`src/rtl/spi_target.sv`:
```
// -----------------------------------------------------------------------------
// spi_target
// SPI mode-0 responder for loopback testing of the SD-card SPI initiator.
// The SPI pins are oversampled in the CLK domain through 2-flop synchronizers.
// Bytes are shifted MSB-first. Received and transmitted bytes are exchanged
// with the core through valid/ready handshakes. A sticky overrun flag records
// received bytes that were dropped because the core had not drained rx_data.
//
// Ports
//   CLK, RST_N          system clock, async active-low reset
//   spi_clk/mosi/cs     SPI pins from the initiator (asynchronous)
//   spi_miso/_en        MISO data and its tri-state enable
//   tx_data/valid/ready byte offered for transmission; tx_ready is a 1-cycle
//                       load strobe and tx_data is sampled only in that cycle
//   rx_data/valid/ready last received byte and its handshake
//   overrun/_clr        sticky dropped-byte flag and its clear
//   busy                synchronized chip select is asserted
//
// State table
//   state  | meaning
//   IDLE   | cs deasserted; sclk edges are ignored
//   ACTIVE | cs asserted; bytes are shifted in and out
// -----------------------------------------------------------------------------
module spi_target #(
    parameter logic [7:0] DEFAULT_TX = 8'hFF
) (
    input  logic       CLK,
    input  logic       RST_N,
    input  logic       spi_clk,
    input  logic       spi_mosi,
    input  logic       spi_cs,
    output logic       spi_miso,
    output logic       spi_miso_en,
    input  logic [7:0] tx_data,
    input  logic       tx_valid,
    output logic       tx_ready,
    output logic [7:0] rx_data,
    output logic       rx_valid,
    input  logic       rx_ready,
    output logic       overrun,
    input  logic       overrun_clr,
    output logic       busy
);

    localparam logic [0:0] ST_IDLE   = 1'b0;
    localparam logic [0:0] ST_ACTIVE = 1'b1;

    logic       r_sclk_s1, r_sclk_s2, r_sclk_prev;
    logic       r_mosi_s1, r_mosi_s2, r_mosi_prev;
    logic       r_cs_s1,   r_cs_s2,   r_cs_prev;

    logic [0:0] r_state;
    logic [2:0] r_bit_cnt;
    logic [6:0] r_rx_shift;
    logic [7:0] r_rx_data;
    logic       r_rx_valid;
    logic       r_overrun;
    logic       r_tx_ready;
    logic       r_shift_pend;
    logic [7:0] r_tx_shift;

    logic       w_sclk_rise, w_sclk_fall, w_cs_rise, w_cs_fall;
    logic       w_active;
    logic       w_bit_rise, w_byte_done;
    logic       w_load, w_shift;
    logic [7:0] w_rx_byte;

    // Synchronizers plus one history flop per pin for edge detection.
    always_ff @(posedge CLK or negedge RST_N) begin
        if (!RST_N) begin
            r_sclk_s1   <= 1'b0;
            r_sclk_s2   <= 1'b0;
            r_sclk_prev <= 1'b0;
            r_mosi_s1   <= 1'b0;
            r_mosi_s2   <= 1'b0;
            r_mosi_prev <= 1'b0;
            r_cs_s1     <= 1'b1;
            r_cs_s2     <= 1'b1;
            r_cs_prev   <= 1'b1;
        end else begin
            r_sclk_s1   <= spi_clk;
            r_sclk_s2   <= r_sclk_s1;
            r_sclk_prev <= r_sclk_s2;
            r_mosi_s1   <= spi_mosi;
            r_mosi_s2   <= r_mosi_s1;
            r_mosi_prev <= r_mosi_s2;
            r_cs_s1     <= spi_cs;
            r_cs_s2     <= r_cs_s1;
            r_cs_prev   <= r_cs_s2;
        end
    end

    assign w_sclk_rise = r_sclk_s2 & ~r_sclk_prev;
    assign w_sclk_fall = ~r_sclk_s2 & r_sclk_prev;
    assign w_cs_rise   = r_cs_s2 & ~r_cs_prev;
    assign w_cs_fall   = ~r_cs_s2 & r_cs_prev;
    assign w_active    = (r_state == ST_ACTIVE);

    // A cs rise in the same cycle wins over any sclk edge, so a partial byte
    // is discarded and no load is started on the way out.
    assign w_bit_rise  = w_active & w_sclk_rise & ~w_cs_rise;
    assign w_byte_done = w_bit_rise & (r_bit_cnt == 3'd7);
    assign w_load      = (~w_active & w_cs_fall)
                       | (w_active & w_sclk_fall & ~w_cs_rise & (r_bit_cnt == 3'd0));
    assign w_shift     = w_active & w_sclk_fall & ~w_cs_rise & (r_bit_cnt != 3'd0);

    // mosi is taken from the history flop: one cycle older than the sclk
    // edge detect, and mosi has been stable for several CLKs by then.
    assign w_rx_byte   = {r_rx_shift, r_mosi_prev};

    always_ff @(posedge CLK or negedge RST_N) begin
        if (!RST_N) begin
            r_state <= ST_IDLE;
        end else if (!w_active && w_cs_fall) begin
            r_state <= ST_ACTIVE;
        end else if (w_active && w_cs_rise) begin
            r_state <= ST_IDLE;
        end
    end

    always_ff @(posedge CLK or negedge RST_N) begin
        if (!RST_N) begin
            r_bit_cnt  <= 3'd0;
            r_rx_shift <= 7'd0;
        end else begin
            if (!w_active || w_cs_rise) begin
                r_bit_cnt <= 3'd0;
            end else if (w_bit_rise) begin
                r_bit_cnt <= r_bit_cnt + 3'd1;
            end
            if (w_bit_rise) begin
                r_rx_shift <= w_rx_byte[6:0];
            end
        end
    end

    // Receive handshake and overrun. A completing byte is accepted if the
    // holding register is empty or being drained in the same cycle.
    always_ff @(posedge CLK or negedge RST_N) begin
        if (!RST_N) begin
            r_rx_data  <= 8'h00;
            r_rx_valid <= 1'b0;
            r_overrun  <= 1'b0;
        end else begin
            if (w_byte_done && (!r_rx_valid || rx_ready)) begin
                r_rx_data  <= w_rx_byte;
                r_rx_valid <= 1'b1;
            end else if (r_rx_valid && rx_ready) begin
                r_rx_valid <= 1'b0;
            end

            if (w_byte_done && r_rx_valid && !rx_ready) begin
                r_overrun <= 1'b1;
            end else if (overrun_clr) begin
                r_overrun <= 1'b0;
            end
        end
    end

    // Transmit path: the load strobe and shift request are registered, and
    // the shift register acts on them one cycle later, so tx_data is sampled
    // exactly in the tx_ready cycle.
    always_ff @(posedge CLK or negedge RST_N) begin
        if (!RST_N) begin
            r_tx_ready   <= 1'b0;
            r_shift_pend <= 1'b0;
            r_tx_shift   <= 8'hFF;
        end else begin
            r_tx_ready   <= w_load;
            r_shift_pend <= w_shift;
            if (r_tx_ready) begin
                r_tx_shift <= tx_valid ? tx_data : DEFAULT_TX;
            end else if (r_shift_pend) begin
                r_tx_shift <= {r_tx_shift[6:0], 1'b1};
            end
        end
    end

    assign spi_miso    = r_tx_shift[7];
    assign spi_miso_en = ~r_cs_s2;
    assign busy        = ~r_cs_s2;
    assign tx_ready    = r_tx_ready;
    assign rx_data     = r_rx_data;
    assign rx_valid    = r_rx_valid;
    assign overrun     = r_overrun;

endmodule
```
`config.mk`:
```
export PLATFORM = sky130hd
export DESIGN_NAME = spi_target
export DESIGN_NICKNAME = d
export VERILOG_FILES = /design/src/rtl/spi_target.sv
export SDC_FILE = /design/constraint.sdc
export NUM_CORES = 1
export LEC_CHECK = 0
export CAP_MARGIN = 25
export CORE_ASPECT_RATIO = 0.6
export CORE_MARGIN = 2
export CORE_UTILIZATION = 30
export CTS_CLUSTER_DIAMETER = 120
export DETAILED_ROUTE_END_ITERATION = 16
export PLACE_DENSITY_LB_ADDON = 0.05
export SLEW_MARGIN = 10
export SYNTH_ARGS = -nofsm -noshare
export SYNTH_HDL_FRONTEND = slang
export SYNTH_SLANG_ARGS = --single-unit
```
`constraint.sdc`:
```
create_clock -name CLK -period 3.6 [get_ports CLK]
set_input_delay 0.36 -clock CLK [delete_from_list [all_inputs] [get_ports CLK]]
set_output_delay 0.36 -clock CLK [all_outputs]
set_load 0.005 [all_outputs]
```
==> flow_summary.toml <==
[sta]
fmax_mhz = 522.3
fin_skew_ps = 8.102
finalSetupViolCount = 0
tns_ps = 0
hold_viol = 0
worst_slack_ps = 1685
drv_slew = 0
rsz0062_at_grt = "false"
slew_headroom = 0.4185
fin_hold_ws_ps = 182.6
worstMarginPinSlew_ps = 872.3
fin_crit_sh = 0.5319
period_minus_slack_ps = 1915

[setup_path]
critPathMaxStageDelay_ps = 660
cp_max_fo = 8
required_ps = 3770
worstPathArrival_ps = 2090
worstSetupPathType = "reg2reg"
slowest_stage = "and4bb_1"
path_common_cell = "ha_1"
start_kind = "register"
path_cells = "ha_1 > ha_1 > nand2_1 > and4bb_1 > mux2_4"
cp-end-kind = "register"

[drt]
viasPerCell = 4.550
first_pass_iters = 4
post-route-drc-count = 0
wirelength_um = 2781
drtAntennaViolNets = 0
wire_per_inst_um = 13.31
drt_iter0_drc = 55
vias = 951

[synthesis]
syn_avg_cell_area_um2 = 14.68
ys_types = 30
synth_area_mm2 = 0.001629
ys_seq_area_frac = 0.6229
syn_inst = 111
syn_nets = 130
ys.warnings.count = 0
ys_ff_latch = 40

[global_route]
grt_pass1_vias = 937
globalRoute.totalOverflow = 0
antenna_found_initial = 0
grt_max_degree = 41
grt_pass1_wl_um = 4712
grt.total_usage = 0.1037

[finish]
multi_input_area_um2 = 559.3
final_cells = 209
drive_above_1_share = 0.2448
final_area_mm2 = 0.002053
area_delta_synth_final_pct = 26.04
layout_common_cells = "29 x dfrtp_1, 28 x clkdlybuf4s50_1, 11 x dfstp_2"
regArea_mm2 = 0.001015
antenna_cells = 0
nNetsFinal = 161
fillerInstances = 501
layout.cells.most_common = "dfrtp_1"

[cts]
numCtsBuffers = 5
postCtsSetupBuffers = 0
root_buffer = "clkbuf_8"
cts_resized = 0
holdBufCountCts = 0
htreeDepth = 2
cts_tree = "yes"
cts.clk_slew.worst_paths_ps = 80
clk_path_buf_depth = 2
clock-sinks = 40
clk_latency_ps = 290

[die]
core_mm2 = 0.005155
initial_utilization = 0.3160
dieArea_mm2 = 0.006055
ios = 30
die_x_um = 99.14
die_h_um = 61.08
row_count = 20

[flow_run]
drv_cap = 0

[placement]
io_buffer_count = 29
dp_slack_ps = 1588
place_area_mm2 = 0.001961
gp_congestion = 0.6364
dp_hpwl_um = 1946
placed_cells = 201

[status]
status = "complete, no violations"

[power_and_ir_drop]
ir_drop_mv = 0.1473
p_leak_nw = 0.8687
power.density_mw_per_mm2 = 476.3

[min_path]
min_path_type = "in2async"
final timing paths:
kind                              startpoint             to  slack [ps]  cells after the start
min in group CLK                   r_mosi_s2    r_mosi_prev         350                      0
worst min-delay path                   RST_N  r_rx_shift[2]         180                      1
worst max register to register  r_bit_cnt[0]     rx_data[0]        1690                      5
max in group asynchronous              RST_N       rx_valid        2860                      1
worst min register to register     r_mosi_s2    r_mosi_prev         350                      0
worst max-delay path            r_bit_cnt[0]     rx_data[0]        1690                      5
final cells by class:
type | instances | area share
inverters | 5 | 0.009141
clock inverters | 2 | 0.004875
multi-input cells | 61 | 0.2724
flip-flops and latches | 40 | 0.4942
well taps | 66 | 0.04022
clock buffers | 6 | 0.04022
repair buffers | 29 | 0.1389
critical path, delay by kind of cell, from the launching register on:
kind / cells / cell delay [ps]
DFF: 1 / 390
muxes: 1 / 350
and+or+nand+nor: 2 / 720
adders and majority gates: 2 / 340
registers in the layout, summed over array words and instances, names as in the netlist:
| signal | cells |
|---|---|
| r_rx_shift | 7 |
| r_shift_pend | 1 |
| rx_data | 8 |
| overrun | 1 |
| r_sclk_s1 | 1 |
| r_mosi_prev | 1 |
| r_cs_s2 | 1 |
| r_sclk_s2 | 1 |
| r_bit_cnt | 3 |
| tx_ready | 1 |
| r_cs_prev | 1 |
| r_mosi_s1 | 1 |
| r_state | 1 |
| rx_valid | 1 |
| r_tx_shift | 8 |
| r_sclk_prev | 1 |
| r_cs_s1 | 1 |
| r_mosi_s2 | 1 |
cells by family (layout without fill, tap and decap cells):
group | Yosys count | count (layout) | synth area share
simple gates | 21 | 21 | 0.07988
buf+inv | 10 | 42 | 0.03379
fa+ha+maj | 4 | 4 | 0.02919
compound gates | 14 | 14 | 0.06529
xor+xnor | 1 | 1 | 0.005377
mux | 21 | 21 | 0.1636
flops | 40 | 40 | 0.6229
synth_stat cells (all sizes together):
library cell  instances  share of area
o22ai                 1         0.0038
a21oi                 2         0.0061
nor2                  1         0.0023
nand2b                4          0.020
o22a                  6          0.032
mux2                 21           0.16
and4bb                1         0.0077
ha                    3          0.023
a211oi                1         0.0046
nor3b                 1         0.0046
nor2b                 3          0.012
nand3                 1         0.0061
dfrtp                29           0.45
inv                   5          0.012
buf                   5          0.022
nand2                 8          0.018
maj3                  1         0.0061
o32a                  1         0.0061
a31oi                 1         0.0038
and2b                 1         0.0054
nand4                 1         0.0038
o21ai                 1         0.0031
o2111ai               1         0.0054
dfstp                11           0.18
xnor2                 1         0.0054
report_power, final:
part,leakage [nW],switching [W],internal [W]
registers,0.495,0.0000415,0.000523
logic,0.323,0.0000404,0.0000711
clock network,0.0510,0.000149,0.000153
total,0.869,0.000231,0.000747
stage by stage:
stage / total power (W) / utilization
after global routing: 0.001038 / 0.3983
final: 0.0009780 / 0.3983
after global placement: 0.0006830 / 0.3803
after floorplan: 0.0006320 / -
after detailed placement: 0.0006854 / 0.3803
after CTS: 0.0009953 / 0.3983
per-layer routing:
| metal | share of wire | wire, µm | GRT usage | up-vias |
|---|---|---|---|---|
| met5 | 0 | 0 | 0 | - |
| met1 | 0.54 | 1498 | 0.1593 | 471 |
| met3 | 0.072 | 201 | 0.04427 | 4 |
| met2 | 0.38 | 1059 | 0.1264 | 25 |
| li1 | - | - | - | 451 |
| met4 | 0.0076 | 21 | 0.03523 | 0 |
No activity file was read; power rests on OpenSTA's default activity.
